$ cat src/rtl/lsu_byte_seq.sv
// lsu_byte_seq: load/store sequencer that sits in front of a byte-wide data
// memory. Each word/halfword/byte request is split into one byte access per
// cycle at consecutive (wrapping) addresses. Load bytes are assembled
// little-endian and then sign- or zero-extended to 32 bits.
//
// Ports
//   clk, rst        rising-edge clock, asynchronous active-high reset
//   req_valid/ready request handshake (accept when both high in IDLE)
//   req_we          1 = store, 0 = load
//   req_addr        byte address of the lowest byte
//   req_wdata       store data, low N bytes used
//   req_type        000 W, 001 H, 010 HU, 011 B, 100 BU, 101-111 illegal
//   resp_valid      one-cycle completion pulse
//   resp_rdata      extended load data (0 for stores and errors)
//   resp_err        illegal req_type, qualified by resp_valid
//   mem_en/we/addr/wdata  byte memory access for the current cycle
//   mem_rdata       read byte, valid the cycle after its address
module lsu_byte_seq #(
  parameter int ADDR_W = 6
) (
  input  logic              clk,
  input  logic              rst,
  input  logic              req_valid,
  output logic              req_ready,
  input  logic              req_we,
  input  logic [ADDR_W-1:0] req_addr,
  input  logic [31:0]       req_wdata,
  input  logic [2:0]        req_type,
  output logic              resp_valid,
  output logic [31:0]       resp_rdata,
  output logic              resp_err,
  output logic              mem_en,
  output logic              mem_we,
  output logic [ADDR_W-1:0] mem_addr,
  output logic [7:0]        mem_wdata,
  input  logic [7:0]        mem_rdata
);

  typedef enum logic [1:0] {
    IDLE  = 2'd0,
    ISSUE = 2'd1,
    DRAIN = 2'd2,
    RESP  = 2'd3
  } state_t;

  state_t state, state_next;

  // Latched request
  logic              op_we;
  logic [ADDR_W-1:0] op_addr;
  logic [31:0]       op_wdata;
  logic [2:0]        op_type;

  logic [1:0]  cnt, cnt_next;     // byte index currently being issued
  logic [1:0]  prev_idx;          // byte whose read data arrives this cycle
  logic [1:0]  last_idx;          // N-1 for the latched type
  logic [31:0] asm_q, asm_next;   // load assembly register
  logic        req_legal;
  logic        resp_load;
  logic [31:0] resp_rdata_next;
  logic        resp_err_next;

  function automatic logic [31:0] extend(input logic [31:0] a, input logic [2:0] t);
    case (t)
      3'b000:  return a;
      3'b001:  return {{16{a[15]}}, a[15:0]};
      3'b010:  return {16'h0000, a[15:0]};
      3'b011:  return {{24{a[7]}}, a[7:0]};
      default: return {24'h000000, a[7:0]};
    endcase
  endfunction

  assign req_legal = (req_type <= 3'd4);
  assign prev_idx  = cnt - 2'd1;

  always_comb begin
    case (op_type)
      3'b000:         last_idx = 2'd3;
      3'b001, 3'b010: last_idx = 2'd1;
      default:        last_idx = 2'd0;
    endcase
  end

  // NOTE: combinational block uses blocking assignments and gives every
  // output a default first, so no path can leave a latch behind.
  always_comb begin
    state_next      = state;
    cnt_next        = cnt;
    asm_next        = asm_q;
    req_ready       = 1'b0;
    resp_valid      = 1'b0;
    mem_en          = 1'b0;
    mem_we          = 1'b0;
    mem_addr        = '0;
    mem_wdata       = 8'h00;
    resp_load       = 1'b0;
    resp_rdata_next = 32'h0;
    resp_err_next   = 1'b0;

    case (state)
      IDLE: begin
        req_ready = 1'b1;
        if (req_valid) begin
          cnt_next = 2'd0;
          asm_next = 32'h0;
          if (req_legal) begin
            state_next = ISSUE;
          end else begin
            // Illegal type: answer next cycle without touching memory.
            state_next    = RESP;
            resp_load     = 1'b1;
            resp_err_next = 1'b1;
          end
        end
      end

      ISSUE: begin
        mem_en   = 1'b1;
        mem_we   = op_we;
        mem_addr = op_addr + ADDR_W'(cnt);  // wraps modulo memory size
        if (op_we) begin
          mem_wdata = op_wdata[{cnt, 3'b000} +: 8];
        end else if (cnt != 2'd0) begin
          // Read data for the byte issued last cycle is on mem_rdata now.
          asm_next[{prev_idx, 3'b000} +: 8] = mem_rdata;
        end
        if (cnt == last_idx) begin
          if (op_we) begin
            state_next = RESP;
            resp_load  = 1'b1;
          end else begin
            state_next = DRAIN;
          end
        end else begin
          cnt_next = cnt + 2'd1;
        end
      end

      DRAIN: begin
        // Final load byte arrives one cycle after the last issue.
        asm_next[{cnt, 3'b000} +: 8] = mem_rdata;
        state_next      = RESP;
        resp_load       = 1'b1;
        resp_rdata_next = extend(asm_next, op_type);
      end

      RESP: begin
        resp_valid = 1'b1;
        state_next = IDLE;
      end

      default: state_next = IDLE;
    endcase
  end

  // NOTE: sequential state uses non-blocking assignments so every register
  // samples pre-edge values regardless of statement order.
  always_ff @(posedge clk or posedge rst) begin
    if (rst) begin
      state      <= IDLE;
      cnt        <= 2'd0;
      asm_q      <= 32'h0;
      op_we      <= 1'b0;
      op_addr    <= '0;
      op_wdata   <= 32'h0;
      op_type    <= 3'b000;
      resp_rdata <= 32'h0;
      resp_err   <= 1'b0;
    end else begin
      state <= state_next;
      cnt   <= cnt_next;
      asm_q <= asm_next;
      if (req_ready && req_valid) begin
        op_we    <= req_we;
        op_addr  <= req_addr;
        op_wdata <= req_wdata;
        op_type  <= req_type;
      end
      // Response fields hold between responses.
      if (resp_load) begin
        resp_rdata <= resp_rdata_next;
        resp_err   <= resp_err_next;
      end
    end
  end

endmodule

$ cat config.mk
export PLATFORM = sky130hd
export DESIGN_NAME = lsu_byte_seq
export DESIGN_NICKNAME = d
export VERILOG_FILES = /design/src/rtl/lsu_byte_seq.sv
export SDC_FILE = /design/constraint.sdc
export NUM_CORES = 1
export LEC_CHECK = 0
export ABC_CLOCK_PERIOD_IN_PS = 2900
export BUFFER_PORTS_ARGS = -buffer_cell sky130_fd_sc_hd__buf_2
export CORE_MARGIN = 10
export CORE_UTILIZATION = 30
export DETAILED_ROUTE_END_ITERATION = 10
export PLACE_DENSITY = 0.6
export RECOVER_POWER = 50
export SYNTH_ARGS = -nofsm -noshare
export SYNTH_HDL_FRONTEND = slang
export SYNTH_SLANG_ARGS = --single-unit
$ cat constraint.sdc
create_clock -name clk -period 2.9 [get_ports clk]
set_clock_uncertainty 0.1 [all_clocks]
set_input_delay 0.145 -clock clk [delete_from_list [all_inputs] [get_ports clk]]
set_output_delay 0.145 -clock clk [all_outputs]
set_load 0.03 [all_outputs]
==> results.yml, run 1 <==
outcome:
  status: "finished, violations left"
  violations: "capacitance limit, slew limit"
pwr:
  p_comb_share_pct: 52.5
  cellLeakagePower_nw: 3.30
  p_sw_mw: 3.54
  intPower_mw: 4.25
  p_seq_share_pct: 31.5
  power_density_nw_per_um2: 1030
  pwr-share-clk_pct: 16.0
  power_mw: 7.79
  swShare_pct: 45.4
  ir_worst_vdd_mv: 0.572
sta:
  worst_slew_pin_slew_ns: 1.56
  post-route-period-util_pct: 87.0
  tns_ns: 0
  hold_viol: 0
  setup_viol: 0
  period_minus_slack_ns: 2.52
  rsz0062_at_grt: "no"
  relSlewSlack_pct: -4.05
  fmax_mhz: 396
  slew_violations: 112
synth:
  netlist.area_leader.share_pct: 45.9
  netlist_instances: 605
  yosys-top-cells-area: "dfrtp_1 46%, mux2_2 7.8%, o21ai_0 6.6%, nand2_1 4.2%, mux4_2 3.0%"
  synth-edff-count: 0
  synth_area_um2: 6060
  async_flop_share_pct: 100
  ys_ff_latch: 111
  postSynthAreaPerCell_um2: 10.0
  ys_warn_count: 0
  synth.distinct_cells: 61
  yosysTopAreaCell: "dfrtp_1"
  yosysSeqAreaShare_pct: 45.9
  syn-num-nets: 671
  synthFlopType: "dfrtp_1"
global_route:
  grt_use_total_pct: 13.8
  grt_max_degree: 112
  overflow: 0
  grt_pass1_wl_mm: 29.5
  grt_antenna_before_repair: 1
  first_global_vias: 5337
cells_and_area:
  fin_nets: 806
  syn_to_final_growth_pct: 24.7
  regArea_um2: 2780
  multi_input_area_um2: 2930
  diodes: 0
  drive_gt1_share_pct: 24.2
  fillers: 2006
  fin_util_pct: 38.4
routing:
  vias: 5109
  wl_per_cell_um: 17.9
  drt_wl_total_mm: 18.1
  drtIter0Drc: 318
  via_per_inst: 5.06
  antenna_left: 0
  drcViolationCount: 0
  drt_first_pass_iters: 5
clocking:
  cts.sinks: 111
  cts_root_buf: "clkbuf_16"
  clock_path_buffers: 2
  htree_levels: 3
  post_cts_buffers: 0
  cts_tree: "yes"
  path_clk_slew_ns: 0.08
  cts_buffers: 9
  insertion_delay_ns: 0.36
critical_path:
  worstSetupPathType: "reg2reg"
  cp_data_arrival_time_ns: 2.70
  r2r_cells: 7
  reg2reg_to: "asm_q[2]"
  worstPathRequired_ns: 3.08
  r2r_start: "state[0]"
  critPathMaxFanout: 14
  start_kind: "flip-flop"
  regToRegSetupSlack_ns: 0.38
  crit_path_end_kind: "flip-flop"
floorplan:
  core-area_um2: 19700
  rows: 51
  die_area_um2: 26300
  die_x_um: 162
  ios: 104
  start_util_pct: 30.8
  die_h_um: 162
hold_path:
  hold_path_end: "op_we"
  hp-start: "req_valid"
  hold_depth: 3
  hold_class: "in2reg"
run:
  cap_violations: 1
place:
  portBuffers: 103
  dp_hpwl_mm: 12.4
  place.gp.congestion: 0.808
per-layer routing:
metal	vias to the layer above	share of wire [%]	GRT usage [%]	wire length, um
li1	2423	-	-	-
met1	2517	44	17.2	7910
met2	145	48	22.8	8710
met3	22	6.8	4.68	1220
met4	2	1.1	2.94	204
met5	-	0.10	0	18
per-stage QoR:
stage / setup WS, ns / instance area, um2 / std cells / hold slack (ns)
2_1_floorplan: 0.398 / 6060 / 605 / 0.161
3_3_place_gp: 0.426 / 6880 / 951 / 0.277
3_5_place_dp: 0.326 / 6880 / 951 / 0.281
4_1_cts: 0.342 / 7600 / 1010 / 0.0682
5_1_grt: 0.157 / 7550 / 1010 / 0.0756
6_report: 0.377 / 7550 / 1010 / 0.0836
registers in the layout, indices dropped and copies added, names as in the netlist:
| signal | flops |
|---|---|
| resp_err | 1 |
| cnt | 2 |
| op_type | 3 |
| resp_rdata | 32 |
| op_we | 1 |
| op_addr | 6 |
| op_wdata | 32 |
| state | 2 |
| asm_q | 32 |
worst max path at each step:
stage	start	endpoint	slack, ns	cells after the start
2_1_floorplan	cnt[1]	resp_rdata[16]	0.40	9
3_3_place_gp	state[0]	asm_q[7]	0.43	7
3_5_place_dp	state[0]	asm_q[2]	0.33	7
4_1_cts	state[0]	asm_q[2]	0.34	7
5_1_grt	cnt[0]	resp_rdata[25]	0.16	8
6_report	state[0]	asm_q[2]	0.38	7
area by class of cell:
cell class	instances	share of cell area, %
Multi-Input combinational cell	411	38.8
Tap cell	265	4.39
Clock inverter	7	0.845
Timing Repair Buffer	166	14.1
Sequential cell	111	36.8
Inverter	41	2.09
Clock buffer	9	2.98
cell usage after synthesis, types with 2 or more instances:
| cell type | instances |
|---|---|
| a211o_1 | 3 |
| a21bo_2 | 7 |
| a21boi_0 | 7 |
| a21o_1 | 3 |
| a21oi_1 | 8 |
| a221o_1 | 7 |
| a22o_1 | 19 |
| a22oi_1 | 12 |
| a2bb2oi_1 | 8 |
| a31oi_1 | 5 |
| a32o_1 | 2 |
| and2_1 | 8 |
| and3_1 | 11 |
| buf_1 | 4 |
| buf_2 | 7 |
| buf_6 | 3 |
| clkbuf_1 | 27 |
| dfrtp_1 | 111 |
| ha_1 | 12 |
| inv_1 | 40 |
| mux2_2 | 42 |
| mux4_2 | 8 |
| nand2_1 | 67 |
| nand2b_1 | 3 |
| nand3_1 | 11 |
| nand4_1 | 2 |
| nor2_1 | 24 |
| nor2b_1 | 12 |
| nor3_1 | 3 |
| nor3b_1 | 4 |
| nor4_1 | 2 |
| nor4bb_1 | 2 |
| o21ai_0 | 80 |
| o21ai_1 | 2 |
| o2bb2ai_1 | 10 |
| xnor2_1 | 4 |
power by group through the flow:
stage / registers (mW) / logic (mW) / clock network (mW)
finish: 2.45 / 4.09 / 1.25
CTS: 2.45 / 4.18 / 1.28
detailed placement: 2.48 / 4.12 / 0
global placement: 2.46 / 4.06 / 0
global route: 2.53 / 4.49 / 1.34
floorplan: 2.72 / 2.68 / 0
logic make-up after synthesis:
logic type	share of synthesized area [%]
adders and majority gates	2.81
buffers and inverters	5.72
muxes	10.8
xor gates and xnor gates	0.723
and+or+nand+nor	13.3
DFF	45.9
AOI/OAI and AO/OA	20.8
timing repair:
action,CTS,global route
resized for setup,0,0
endpoints found under the hold margin,153,0
hold buffers,43,0
critical path, cell delays in order, from the launching register on:
cell,delay (ns)
dfrtp_1,0.42
inv_1,0.10
ha_1,0.31
nor2b_4,0.18
or3_1,0.40
or2_1,0.45
buf_4,0.30
o21ai_0,0.18
cell usage in the layout (no fill, tap or decap), types with 4 or more instances in the layout:
master,count
ha_1,12
nand2_1,67
a21bo_2,7
mux2_2,42
nor2b_1,12
nor2_1,24
nand3_1,11
a31oi_1,5
a21boi_0,7
a21oi_1,8
nor3b_1,4
a2bb2oi_1,8
buf_2,77
a221o_1,7
and3_1,11
inv_6,4
a22oi_1,12
mux4_2,8
dfrtp_1,111
o2bb2ai_1,10
and2_1,8
inv_1,39
dlygate4sd3_1,43
a22o_1,19
o21ai_0,80
xnor2_1,4
buf_4,19
clkbuf_1,26
clkbuf_16,9
(Power assumes the default switching activity.)
==> run 2, diff against run 1 <==
--- a/config.mk
+++ b/config.mk
@@ -5,12 +5,13 @@
 export SDC_FILE = /design/constraint.sdc
 export NUM_CORES = 1
 export LEC_CHECK = 0
+export ABC_AREA = 1
 export ABC_CLOCK_PERIOD_IN_PS = 2900
 export BUFFER_PORTS_ARGS = -buffer_cell sky130_fd_sc_hd__buf_2
 export CORE_MARGIN = 10
 export CORE_UTILIZATION = 30
 export DETAILED_ROUTE_END_ITERATION = 10
-export PLACE_DENSITY = 0.6
+export PLACE_DENSITY = 0.59
 export RECOVER_POWER = 50
 export SYNTH_ARGS = -nofsm -noshare
 export SYNTH_HDL_FRONTEND = slang
==> results.yml, run 2 <==
global_route:
  gr-max-usage-layer: "met2"
  grt_max_degree: 112
  grt_pass1_wl_mm: 32.6
  use_met3_pct: 4.50
  grtUsageMet2_pct: 20.3
  grt_use_total_pct: 14.0
  overflow: 0
  grt_antenna_before_repair: 2
  first_global_vias: 6089
  grt_use_met1_pct: 19.7
floorplan:
  die_x_um: 167
  rows: 53
  start_util_pct: 30.6
  ios: 104
  die_area_um2: 27800
  core-area_um2: 21100
  die_h_um: 167
clocking:
  htree_levels: 3
  path_clk_slew_ns: 0.07
  clock_path_buffers: 2
  cts_tree: "yes"
  cts.sinks: 111
  insertion_delay_ns: 0.36
  post_cts_buffers: 0
  cts_root_buf: "clkbuf_16"
  cts_buffers: 9
  cts_hold_buffers: 43
  cts.repair.resized: 0
synth:
  synth_common_cells: "397 x nand2_1, 111 x dfrtp_1, 95 x o21ai_0, 56 x inv_1, 39 x nand3_1"
  yosysTopAreaCell: "dfrtp_1"
  synth.distinct_cells: 29
  postSynthAreaPerCell_um2: 7.07
  syn-num-nets: 980
  ys_warn_count: 0
  ys_ff_latch: 111
  async_flop_share_pct: 100
  synthFlopType: "dfrtp_1"
  netlist.area_leader.share_pct: 43.0
  synth_area_um2: 6460
  synth_most_common_cell: "nand2_1"
  synth-edff-count: 0
  yosys-top-cells-area: "dfrtp_1 43%, nand2_1 23%, o21ai_0 7.4%, inv_1 3.3%, nand3_1 3.0%"
  yosysSeqAreaShare_pct: 43.0
  netlist_instances: 914
routing:
  wl_per_cell_um: 15.3
  via_per_inst: 4.81
  drt_first_pass_iters: 5
  vias: 6341
  drtIter0Drc: 407
  antenna_left: 0
  drt_wl_total_mm: 20.1
  drcViolationCount: 0
place:
  portBuffers: 103
  place.gp.congestion: 0.921
  dp_hpwl_mm: 13.9
critical_path:
  r2r_cells: 9
  worstSetupPathType: "reg2out"
  cp_data_arrival_time_ns: 2.33
  start_kind: "flip-flop"
  crit_path_end_kind: "output port"
  worstPathRequired_ns: 2.65
  critPathMaxFanout: 17
sta:
  slew_violations: 112
  tns_ns: 0
  setup_viol: 0
  fmax_mhz: 388
  relSlewSlack_pct: -3.41
  hold_viol: 0
  worst_slew_pin_slew_ns: 1.55
  period_minus_slack_ns: 2.57
  rsz0062_at_grt: "no"
  post-route-period-util_pct: 88.8
cells_and_area:
  most-common-layout-cells: "396 x nand2_1, 111 x dfrtp_1, 95 x o21ai_0, 77 x buf_2, 55 x inv_1"
  drive_gt1_share_pct: 13.5
  syn_to_final_growth_pct: 22.1
  reg_top3: "asm_q x32, op_wdata x32, resp_rdata x32"
  fillers: 2288
  layout_commonest_cell: "nand2_1"
  fin_util_pct: 37.4
  fin_nets: 1102
hold_path:
  hold_class: "in2reg"
  hold_depth: 5
pwr:
  cellLeakagePower_nw: 3.96
  ir_worst_vdd_mv: 0.388
  power_density_nw_per_um2: 906
run:
  cap_violations: 1
outcome:
  violations: "capacitance limit, slew limit"
  status: "finished, violations left"
## run 2: cells by family (layout without fill, tap and decap cells)
kind of cell    count (synthesis)  count (layout)  share of synthesized area (%)
compound gates                185             185                           16.3
fa+ha+maj                      13              13                           2.64
buf+inv                       110             237                           7.56
flops                         111             111                           43.0
other cells                     0               2                              0
simple gates                  495             495                           30.5
## run 2: path summary, 6_finish.rpt
check | startpoint | endpoint | slack (ns)
hold / removal | req_valid | op_type[2] | 0.04
max in group asynchronous | rst | asm_q[16] | 0.94
setup / recovery | state[1] | mem_addr[3] | 0.33
hold reg to reg | resp_err | resp_err | 0.38
setup reg to reg | state[1] | asm_q[24] | 0.40
min in group asynchronous | rst | resp_rdata[6] | 0.82
## run 2: layout make-up
cell class              count  area, um2  share of cell area [%]
inverters                  59        225                    2.86
repair buffers            162       1030                    13.1
clock inverters             6       66.3                   0.841
diodes                      2       5.00                  0.0635
multi-input cells         693       3190                    40.5
flip-flops and latches    111       2780                    35.2
clock buffers              10        239                    3.03
well taps                 275        344                    4.36
## run 2: metrics by stage
step / hold WS [ns] / instances / setup WS, ns / power (mW) / area (um2)
floorplan: 0.155 / 914 / 0.597 / 4.92 / 6460
global placement: 0.239 / 1257 / 0.549 / 5.79 / 7190
detailed placement: 0.241 / 1257 / 0.494 / 5.83 / 7190
CTS: 0.0319 / 1316 / 0.314 / 7.22 / 7930
global route: 0.0561 / 1316 / 0.151 / 7.71 / 7880
finish: 0.0443 / 1318 / 0.326 / 7.15 / 7890
## run 2: layer usage
metal / vias to the layer above / part of all wire [%]
li1: 3183 / -
met4: 0 / 1.3
met3: 21 / 8.4
met2: 230 / 43
met5: - / 0
met1: 2907 / 48
## run 2: report_power, final
group          leakage [nW]  switching [mW]  internal, mW  total (mW)
sequential             1.47           0.288          2.03        2.32
combinational          2.33            2.57         0.944        3.51
clock                 0.154           0.615         0.702        1.32
total                  3.96            3.47          3.68        7.15
## run 2: critical path: stages (launching register included)
cell and delay [ns]:
dfrtp_1 0.41, inv_1 0.12, ha_1 0.29, buf_4 0.27
inv_1 0.23, nor3_1 0.36, buf_2 0.27
==> run 3, diff against run 2 <==
--- a/config.mk
+++ b/config.mk
@@ -11,7 +11,6 @@
 export CORE_MARGIN = 10
 export CORE_UTILIZATION = 30
 export DETAILED_ROUTE_END_ITERATION = 10
-export PLACE_DENSITY = 0.59
 export RECOVER_POWER = 50
 export SYNTH_ARGS = -nofsm -noshare
 export SYNTH_HDL_FRONTEND = slang
==> results.yml, run 3 (same netlist as run 2, synthesis figures left out) <==
outcome:
  status: "finished, violations left"
  violations: "capacitance limit, slew limit"
clocking:
  cts_buffers: 9
  cts.sinks: 111
  cts_hold_buffers: 43
  clock_path_buffers: 2
  cts.repair.resized: 0
  htree_levels: 3
  post_cts_buffers: 0
  cts_root_buf: "clkbuf_16"
  cts_tree: "yes"
  path_clk_slew_ns: 0.07
  insertion_delay_ns: 0.35
cells_and_area:
  reg_top3: "asm_q x32, op_wdata x32, resp_rdata x32"
  fin_area_um2: 7870
  fin_nets: 1102
  fin_util_pct: 37.3
  layout_commonest_cell: "nand2_1"
  most-common-layout-cells: "396 x nand2_1, 111 x dfrtp_1, 95 x o21ai_0, 77 x buf_2, 55 x inv_1"
  finalNonFillerCells: 1316
  drive_gt1_share_pct: 13.5
  diodes: 0
  syn_to_final_growth_pct: 21.8
sta:
  post-route-period-util_pct: 90.2
  worst_slew_pin_slew_ns: 1.53
  rsz0062_at_grt: "no"
  relSlewSlack_pct: -2.30
  setup_viol: 0
  tns_ns: 0
  hold_viol: 0
  period_minus_slack_ns: 2.62
  slew_violations: 112
  fmax_mhz: 382
routing:
  drcViolationCount: 0
  vias: 6318
  drtIter0Drc: 427
  drt_first_pass_iters: 4
  via_per_inst: 4.80
  drt_wl_total_mm: 19.8
  antenna_left: 0
  wl_per_cell_um: 15.1
critical_path:
  crit_top_cell: "inv_1"
  critPathMaxFanout: 14
  crit_path_end_kind: "output port"
  start_kind: "flip-flop"
  crit_slowest_cell: "ha_1"
  critPathBufInv: 3
  cp_data_arrival_time_ns: 2.37
  worstPathRequired_ns: 2.65
  max_stage_delay_ns: 0.48
  crit_family: "buffers and inverters"
  worstSetupPathType: "reg2out"
  crit_chain: "inv_1 -> ha_1 -> inv_1 -> nor3_1 -> buf_2"
floorplan:
  die_x_um: 167
  ios: 104
  die_h_um: 167
  rows: 53
  die_area_um2: 27800
  start_util_pct: 30.6
  core-area_um2: 21100
pwr:
  ir_worst_vdd_mv: 0.569
  power_mw: 7.03
  cellLeakagePower_nw: 3.95
  power_density_nw_per_um2: 893
place:
  place.gp.congestion: 0.903
  dp_hpwl_mm: 13.8
  place_inst: 1257
  place_area_um2: 7190
  portBuffers: 103
hold_path:
  hold_class: "in2reg"
global_route:
  overflow: 0
  grt_max_degree: 112
  grt_antenna_before_repair: 1
  grt_pass1_wl_mm: 32.4
  first_global_vias: 6212
  grt_use_total_pct: 13.9
run:
  cap_violations: 1
==> run 3: cell count changes in the layout (fill, tap and decap cells not counted), sizes merged <==
cell    change
diode       -2
bufinv      -1
inv         -1
clkinv      +1
clkbuf      +1
==> run 3: worst paths after layout <==
check	startpoint	endpoint	slack [ns]	depth (start not counted)
max in group asynchronous	rst	resp_rdata[17]	0.95	4
max	state[1]	mem_addr[3]	0.28	5
min in group asynchronous	rst	asm_q[6]	0.81	4
min	req_valid	op_type[2]	0.06	5
min reg2reg	resp_err	resp_err	0.38	2
max reg2reg	cnt[1]	resp_rdata[10]	0.38	8
==> run 3: metrics by stage <==
step                      hold WS [ns]  setup slack (ns)
after detailed placement         0.241             0.400
final                           0.0589             0.284
after CTS                       0.0546             0.290
after global placement           0.239             0.514
after global routing             0.104             0.147
after floorplan                  0.155             0.597
==> run 3: power breakdown <==
part / internal [mW] / switching [mW]
Combinational: 0.940 / 2.53
Clock: 0.639 / 0.601
Sequential: 2.03 / 0.287
Total: 3.61 / 3.42
==> run 3: worst min-delay path: stages <==
cell	delay [ns]
buf_2	0.09
nand2_2	0.06
inv_2	0.06
nand2_2	0.05
o21ai_0	0.06
==> run 3: cell type report <==
type                       count  area (um2)
clock inverter                 5        40.0
multi-input combinational    693        3190
clock buffer                  11         253
sequential                   111        2780
tap                          275         344
inverter                      59         225
fill                        2267       13200
timing repair buffer         162        1030
==> run 3: per-layer routing <==
layer  part of all wire [%]  global-route usage, %  up-vias
li1                       -                      -     3171
met1                     47                   19.0     2901
met2                     44                   21.2      223
met3                    7.7                   3.81       21
met4                    1.3                   3.32        2
met5                  0.035                      0        -
